==> config.mk <==
export PLATFORM = sky130hd
export DESIGN_NAME = ql_matrix_encoder
export DESIGN_NICKNAME = d
export VERILOG_FILES = /design/src/rtl/ql_matrix_encoder.sv
export SDC_FILE = /design/constraint.sdc
export NUM_CORES = 1
export LEC_CHECK = 0
export BUFFER_PORTS_ARGS = -buffer_cell sky130_fd_sc_hd__buf_2
export CAP_MARGIN = 0
export CORE_ASPECT_RATIO = 1.2
export CORE_MARGIN = 3
export CORE_UTILIZATION = 30
export CTS_CLUSTER_SIZE = 20
export DETAILED_ROUTE_END_ITERATION = 10
export GPL_TIMING_DRIVEN = 0
export PLACE_DENSITY_LB_ADDON = 0.2
export SLEW_MARGIN = 30
export SYNTH_ARGS = -nofsm -noshare
export SYNTH_HDL_FRONTEND = slang
export SYNTH_SLANG_ARGS = --single-unit
==> constraint.sdc <==
create_clock -name clk -period 4.1 [get_ports clk]
set_clock_uncertainty 0.05 [all_clocks]
set_input_delay 0.82 -clock clk [delete_from_list [all_inputs] [get_ports clk]]
set_output_delay 0.82 -clock clk [all_outputs]
set_load 0.05 [all_outputs]
==> src/rtl/ql_matrix_encoder.sv <==
// rtl/ql_matrix_encoder.sv - QL key matrix scanner emitting PS/2 set-2 key events
module ql_matrix_encoder #(
  parameter int unsigned MIN_GAP = 16,
  parameter bit          EXT_MAP = 1'b1
) (
  input  logic        clk,
  input  logic        delay_reset,
  input  logic        ce_11m,
  input  logic        enable,
  input  logic [63:0] matrix,
  output logic [10:0] ps2_key,
  output logic        busy
);

  typedef enum logic {
    SCAN = 1'b0,
    GAP  = 1'b1
  } state_t;

  // GAP holds for MIN_GAP ce edges: MIN_GAP-1 decrements plus the exit edge.
  localparam logic [7:0] GAP_RELOAD = 8'(MIN_GAP - 1);
  localparam logic [5:0] SCAN_START = 6'd56;

  state_t      state_q, state_d;
  logic [63:0] prev_q, prev_d;
  logic [5:0]  idx_q, idx_d;
  logic [7:0]  gap_cnt_q, gap_cnt_d;
  logic [10:0] key_q, key_d;
  logic        cur_bit;

  // Set-2 scancode for each matrix position (bit index = 8*row + col).
  function automatic logic [7:0] scan_code(input logic [5:0] pos);
    logic [7:0] code;
    case (pos)
      6'd0:  code = 8'h0C;  6'd1:  code = 8'h05;  6'd2:  code = 8'h2E;  6'd3:  code = 8'h06;
      6'd4:  code = 8'h04;  6'd5:  code = 8'h03;  6'd6:  code = 8'h25;  6'd7:  code = 8'h3D;
      6'd8:  code = 8'h5A;  6'd9:  code = 8'h6B;  6'd10: code = 8'h75;  6'd11: code = 8'h76;
      6'd12: code = 8'h74;  6'd13: code = 8'h5D;  6'd14: code = 8'h29;  6'd15: code = 8'h72;
      6'd16: code = 8'h5B;  6'd17: code = 8'h1A;  6'd18: code = 8'h49;  6'd19: code = 8'h21;
      6'd20: code = 8'h32;  6'd21: code = 8'h61;  6'd22: code = 8'h3A;  6'd23: code = 8'h52;
      6'd24: code = 8'h54;  6'd25: code = 8'h58;  6'd26: code = 8'h42;  6'd27: code = 8'h1B;
      6'd28: code = 8'h2B;  6'd29: code = 8'h55;  6'd30: code = 8'h34;  6'd31: code = 8'h4C;
      6'd32: code = 8'h4B;  6'd33: code = 8'h26;  6'd34: code = 8'h33;  6'd35: code = 8'h16;
      6'd36: code = 8'h1C;  6'd37: code = 8'h4D;  6'd38: code = 8'h23;  6'd39: code = 8'h3B;
      6'd40: code = 8'h46;  6'd41: code = 8'h1D;  6'd42: code = 8'h43;  6'd43: code = 8'h0D;
      6'd44: code = 8'h2D;  6'd45: code = 8'h4E;  6'd46: code = 8'h35;  6'd47: code = 8'h44;
      6'd48: code = 8'h3E;  6'd49: code = 8'h1E;  6'd50: code = 8'h36;  6'd51: code = 8'h15;
      6'd52: code = 8'h24;  6'd53: code = 8'h45;  6'd54: code = 8'h2C;  6'd55: code = 8'h3C;
      6'd56: code = 8'h12;  6'd57: code = 8'h14;  6'd58: code = 8'h11;  6'd59: code = 8'h22;
      6'd60: code = 8'h2A;  6'd61: code = 8'h4A;  6'd62: code = 8'h31;  6'd63: code = 8'h41;
      default: code = 8'h00;
    endcase
    return code;
  endfunction

  // Cursor keys (Left, Up, Right, Down) live in row 1 and carry the E0 prefix.
  function automatic logic is_cursor(input logic [5:0] pos);
    return (pos == 6'd9) || (pos == 6'd10) || (pos == 6'd12) || (pos == 6'd15);
  endfunction

  assign cur_bit = matrix[idx_q];

  // Next-state: compare one position per ce edge in SCAN, count down in GAP.
  // The plain 6-bit increment gives the 63->0 and 55->56 wraps, so starting at
  // 56 puts the modifier row first in every pass.
  always_comb begin
    state_d   = state_q;
    prev_d    = prev_q;
    idx_d     = idx_q;
    gap_cnt_d = gap_cnt_q;
    key_d     = key_q;
    if (ce_11m) begin
      case (state_q)
        SCAN: begin
          if (enable) begin
            if (cur_bit == prev_q[idx_q]) begin
              idx_d = idx_q + 6'd1;
            end else begin
              prev_d[idx_q] = cur_bit;
              key_d         = {~key_q[10], cur_bit, EXT_MAP && is_cursor(idx_q), scan_code(idx_q)};
              gap_cnt_d     = GAP_RELOAD;
              state_d       = GAP;
            end
          end
        end
        GAP: begin
          if (gap_cnt_q == 8'd0) begin
            idx_d   = idx_q + 6'd1;
            state_d = SCAN;
          end else begin
            gap_cnt_d = gap_cnt_q - 8'd1;
          end
        end
        default: state_d = SCAN;
      endcase
    end
  end

  // State registers, cleared asynchronously so a reset aborts GAP without a clock.
  always_ff @(posedge clk or posedge delay_reset) begin
    if (delay_reset) begin
      state_q   <= SCAN;
      prev_q    <= '0;
      idx_q     <= SCAN_START;
      gap_cnt_q <= '0;
      key_q     <= '0;
    end else begin
      state_q   <= state_d;
      prev_q    <= prev_d;
      idx_q     <= idx_d;
      gap_cnt_q <= gap_cnt_d;
      key_q     <= key_d;
    end
  end

  assign ps2_key = key_q;
  assign busy    = (state_q == GAP);

endmodule

# --- Word-level counts from Yosys, hierarchy flattened ---
# Memory sizes are Yosys's and may differ from the RTL's. A register that Yosys moved wholly into a read port is not among the register bits.
# Index checks and enable logic that the tools add are counted.
word_totals:
  ff_bits: 90
  rom_bits: 448
  out_inout_bits: 12
  wordCells: 50
  mem_count: 1
memory_table:
  columns: ["memory", "depth", "word_bits", "rd", "rd_clocked_by_memory_dff", "write_ports", "line_no", "rtl"]
  rows:
  - ["(no name shown)", 64, 7, 1, 1, 0, "34", "case (pos)"]
classes:
  addsub: 2
  order_cmp: 2
  n_eq_ne: 10
  mux: 19
  n_bitwise: 3
  reduce_logical: 8
op_table:
  columns: ["op", "n"]
  rows:
  - ["64-bit bitwise mux", 1]
  - ["6-bit by 4-bit == test with 1-bit output (second input constant)", 4]
  - ["8-bit 2-to-1 mux", 3]
  - ["6-bit 2-to-1 mux", 3]
  - ["8-bit case mux with 2 select lines", 1]
  - ["1-bit binary-select mux with 6-bit select", 2]
  - ["6-bit case mux with 2 select lines", 1]
  - ["4-bit AND reduction", 3]
  - ["8-bit logical NOT", 1]
  - ["2-bit != test (second input constant)", 4]
  - ["8-bit by 1-bit subtractor with 8-bit output (second input constant)", 1]
  - ["6-bit by 7-bit < comparator with 1-bit output (second input constant)", 1]
  - ["6-bit by 1-bit adder with 6-bit output (second input constant)", 1]
  - ["1-bit demux with 6-bit select", 1]
  - ["6-bit by 1-bit >= comparator with 1-bit output (second input constant)", 1]
  - ["1-bit 2-to-1 mux", 6]
  - ["1-bit logical OR", 3]
  - ["1-bit NOT", 3]
  - ["2-bit by 1-bit != test with 1-bit output (second input constant)", 1]
  - ["1-bit case mux with 2 select lines", 1]
  - ["1-bit == test", 1]
  - ["1-bit logical AND", 1]

# --- Logic depth before layout (Yosys ltp) ---
depth:
  depth_word: 6
  ltp_mapped: 16

# --- Worst setup path before layout ---
# Ideal clock, no wire load.
synth_path:
  path_type: "input port to flip-flop"
  startpoint: "input port matrix[31]"
  endpoint: "register prev_q[24]"
  setup_ns: 0.128
  arrival_ns: 3.292
  required_time_ns: 3.922
  setup_slack_ns: 0.630
  cell_stages: 12
  path_buffers: 3
  cell_sequence: "mux4_2 -> and4_1 -> a31oi_1 -> o221ai_1 -> or4_4 -> xnor2_2 -> nand2b_1 -> buf_2 -> buf_6 -> buf_6 -> nor3_1 -> mux2_1"
synth_via:
  elab_chain_cells: 5
synth_lines:
  columns: ["element", "line_no", "rtl"]
  rows:
  - ["start, declared", "10", "input logic [63:0] matrix,"]
  - ["1-bit binary-select mux with 6-bit select (*)", "61", "assign cur_bit = matrix[idx_q];"]
  - ["1-bit 2-to-1 mux (implied by the code) (*)", "61", null]
  - ["1-bit == test", "76", "if (cur_bit == prev_q[idx_q]) begin"]
  - ["1-bit NOT (no line)", null, null]
  - ["4-bit AND reduction (no line)", null, null]
  - ["end signal, assigned", "109", "prev_q <= prev_d;"]
  - ["end, declared", "25", "logic [63:0] prev_q, prev_d;"]
# Mark *: on every way between the ends. The rest lies on a longest branch, timed or not. The select of a mux whose other input is x is not followed.
# A chain may end at the register's enable or synchronous reset.

# --- Final worst setup path ---
layout_path:
  startpoint: "register idx_q[1]"
  endpoint: "register prev_q[31]"
layout_via:
  elab_chain_cells: 5
layout_lines:
  columns: ["element", "line_no", "rtl"]
  rows:
  - ["start, declared", "26", "logic [5:0] idx_q, idx_d;"]
  - ["start signal, assigned", "110", "idx_q <= idx_d;"]
  - ["6-bit by 7-bit < comparator with 1-bit output (implied by the code) (tied with other cells)", "79", "prev_d[idx_q] = cur_bit;"]
  - ["1-bit logical AND (implied by the code) (tied with other cells)", "79", null]
  - ["1-bit 2-to-1 mux (implied by the code) / 1-bit == test (equally long branches)", "79, 76", null]
  - ["1-bit demux with 6-bit select / 1-bit NOT (equally long branches)", null, null]
  - ["64-bit bitwise mux / 4-bit AND reduction (equally long branches)", null, null]
# Several ways; a longest one is shown, not always the timed one. The select of a mux whose other input is x is not followed.

==> run_results.csv <==
group,metric,value,unit
outcome,outcome,"complete, no violations",
sta,rsz0062_at_grt,"false",
clocking,cts_tree,"built",
place,io_buffers,78,
critical_path,r2r_start,"idx_q[1]$_DFFE_PP0P_",
clocking,cts_sinks,89,
synthesis,ys_top_cells_by_area,"dfrtp_1, mux2_2, mux2i_1",
critical_path,crit_fanout,10,
sta,worst_pin_slew,0.867,ns
power,power_frac_comb,0.594,
global_route,antenna_found_initial,0,
power,sequentialPowerShare,0.228,
synthesis,synthCells,615,
detailed_routing,drtAntennaViolNets,0,
synthesis,synth-simple-area-share,0.172,
min_path,worstHoldPathType,"in -> async",
critical_path,cp-start-kind,"register",
synthesis,yosysSeqAreaShare,0.369,
synthesis,syn_area,0.00605,mm²
global_route,grt_pass1_vias,5388,
detailed_routing,wl_met1,9280,µm
critical_path,critPathTopFamily,"buffers and inverters",
power,p_clk_frac,0.178,
synthesis,synth_mux_area_frac,0.236,
clocking,clk_latency,0.36,ns
cells_and_area,fin_area,0.00716,mm²
critical_path,cp_slowest_stage_delay,0.50,ns
critical_path,cp-end-kind,"register",
global_route,globalRoute.totalOverflow,0,
sta,slew_headroom,0.422,
cells_and_area,finalNonFillerCells,971,
floorplan,core,0.0197,mm²
cells_and_area,nFillCells,2044,
sta,fin_crit,3.99,ns
critical_path,cpMostUsedCell,"buf_6",
run,cap_viol_max_count,0,
critical_path,slowest_stage,"or4_4",
sta,finalHoldViolations,0,
global_route,grt_pass1_wl,32900,µm
floorplan,initial_core_util,0.307,
critical_path,path_class,"reg -> reg",
synthesis,synth_compound_area_frac,0.123,
synthesis,ys_types,62,
detailed_routing,totalWireLength,21500,µm
sta,setup_viol_count_final,0,
synthesis,ys_ff_latch,89,
synthesis,synth_warnings,0,
sta,fmax,251,MHz
critical_path,reg2regPathDepth,15,
place,dpl_cell_area,0.00680,mm²
clocking,clk_path_buf_depth,2,
synthesis,synthesis.nets,700,
place,pre_cts_ws,-0.000633,ns
floorplan,die_width,136,µm
clocking,cts-root-buf,"clkbuf_16",
detailed_routing,route.detailed.drc,0,
cells_and_area,final_core_util,0.364,
synthesis,synthAdderAreaFrac,0.0352,
power,leakagePower,0.00303,µW
critical_path,r2r-end,"prev_q[31]$_DFFE_PP0P_",
detailed_routing,highest_layer,"met4",
floorplan,rows,56,
floorplan,pin_count,80,
synthesis,yosys.area.top_type,"dfrtp_1",
critical_path,arrival,4.17,ns
synthesis,synth_top_family_by_area,"multiplexers",
cells_and_area,layout.nets,790,
power,p_sw,2630,µW
detailed_routing,viasPerCell,5.52,
global_route,grt_start_max_net_pins,69,
synthesis,synth_ff_type,"dfrtp_1",
synthesis,synth-edff-count,0,
cells_and_area,area_growth,18.5,%
floorplan,fp.dieH,162,µm
detailed_routing,via_count,5356,
cells_and_area,antenna_cells,0,
critical_path,worst-path-buf-inv,6,
detailed_routing,avgRoutedWirePerCell,22.1,µm
sta,finalMaxSlewViolations,0,
detailed_routing,drt-initial-drc-count,326,
critical_path,critPathRequiredTime,4.28,ns
critical_path,rrSetupSlack,0.11,ns
power,swShare,0.504,
clocking,numCtsBuffers,9,
power,vdd_drop_max,0.337,mV
place,dp.cells,955,
synthesis,synthXorXnorAreaFrac,0.0114,
power,internal_power,2590,µW
detailed_routing,routed-wl-met3,994,µm
detailed_routing,drtPass1Iterations,5,
power,power_density,730,mW/mm²
synthesis,syn_avg_cell_area,9.83,µm²
place,place_congestion,0.945,
sta,fin_ws,0.112,ns
critical_path,crit_start,"idx_q[1]$_DFFE_PP0P_",
cells_and_area,final_layout_size_suffix_gt1_frac,0.279,
global_route,track_usage,0.197,
place,dp_hpwl,15900,µm
clocking,clk_pin_slew,0.07,ns
critical_path,crit_chain,"buf_2 -> buf_4 -> buf_6 -> mux2i_1 -> nor3_1 -> a31oi_1 -> o221ai_1 -> or4_4 -> xnor2_4 -> nand2b_1 -> buf_2 -> buf_6 -> buf_6 -> nor3_1 -> mux2_2",
synthesis,async_reset_ff_frac,1.00,
clocking,h-tree-depth,3,
synthesis,synth_top_area_frac,0.356,
floorplan,dieArea,0.0219,mm²
detailed_routing,wl_met2,10700,µm
sta,fin_crit_sh,0.973,
## layout make-up
| cell class | instances | area, µm² | area share |
|---|---|---|---|
| buffer | 52 | 283 | 0.0395 |
| clock buffer | 9 | 225 | 0.0314 |
| clock inverter | 7 | 101 | 0.0141 |
| inverter | 11 | 53.8 | 0.00751 |
| multi-input combinational | 462 | 3520 | 0.491 |
| sequential | 89 | 2230 | 0.312 |
| tap | 261 | 327 | 0.0456 |
| timing repair buffer | 80 | 425 | 0.0594 |
## layer usage
metal | vias to the layer above | global-route usage
li1 | 2454 | -
met1 | 2698 | 0.256
met2 | 166 | 0.332
met3 | 38 | 0.0324
met4 | 0 | 0.0651
met5 | - | 0
## what timing repair did
item | CTS | global route
endpoints found under the setup margin | 5 | 57
pin swaps | 0 | 0
hold buffers | 0 | 0
buffers inserted | 0 | 1
gates resized for setup | 2 | 10
## cell usage in the layout, fill, tap and decap left out, types with 9 or more instances in the layout
cell type and instances:
clkbuf_16 9, dfrtp_1 85, clkbuf_1 21, a21oi_1 16
ha_1 17, mux2i_1 36, mux4_2 11, o21ai_0 27
nor3_1 67, nand2_1 56, nor2_1 23, o221ai_1 10
buf_2 87, nand3_1 10, mux2_2 50, mux2_1 23
o22ai_1 17
## sequential cells by signal, indices dropped and copies added (netlist names)
signal and cells:
gap_cnt_q 8, ps2_key 10, prev_q 64, idx_q 6, busy 1
## synth_stat cells (all sizes together), types with 4 or more instances
cell	n
clkbuf	23
mux2	73
mux2i	36
xnor2	7
a211oi	7
inv	9
nand3	10
nor3	72
a31oi	5
nand4	4
o221ai	10
o22ai	17
nand2b	8
a21oi	16
nor2	23
o21ai	27
or3	6
a21boi	5
dfrtp	86
buf	30
nor2b	6
nand2	57
ha	17
mux4	11
## per-stage QoR
step                hold WS (ns)  power [µW]  setup TNS (ns)
global route               0.360        5530               0
detailed placement         0.415        4200       -0.000633
CTS                        0.354        5150               0
floorplan                  0.402        3170               0
finish                     0.353        5230               0
global placement           0.412        4180          -23.16
## worst max-delay path by stage
stage,endpoint,cells past startpoint
floorplan,prev_q[24]$_DFFE_PP0P_,12
global placement,prev_q[48]$_DFFE_PP0P_,2
detailed placement,prev_q[19]$_DFFE_PP0P_,14
CTS,prev_q[31]$_DFFE_PP0P_,11
global route,prev_q[31]$_DFFE_PP0P_,15
finish,prev_q[31]$_DFFE_PP0P_,15
## cells by family after synthesis
group | count (synthesis)
and+or+nand+nor | 206
muxes | 120
AOI/OAI and AO/OA | 111
DFF | 89
buffers and inverters | 64
adders and majority gates | 17
xor gates and xnor gates | 7
other | 1
## power by group through the flow
| stage | clock, µW | combinational (µW) | sequential (µW) |
|---|---|---|---|
| floorplan | 0 | 1860 | 1310 |
| global placement | 0 | 3000 | 1180 |
| detailed placement | 0 | 3000 | 1200 |
| CTS | 946 | 3020 | 1190 |
| global route | 986 | 3330 | 1220 |
| finish | 928 | 3110 | 1190 |
(Power assumes the default switching activity.)
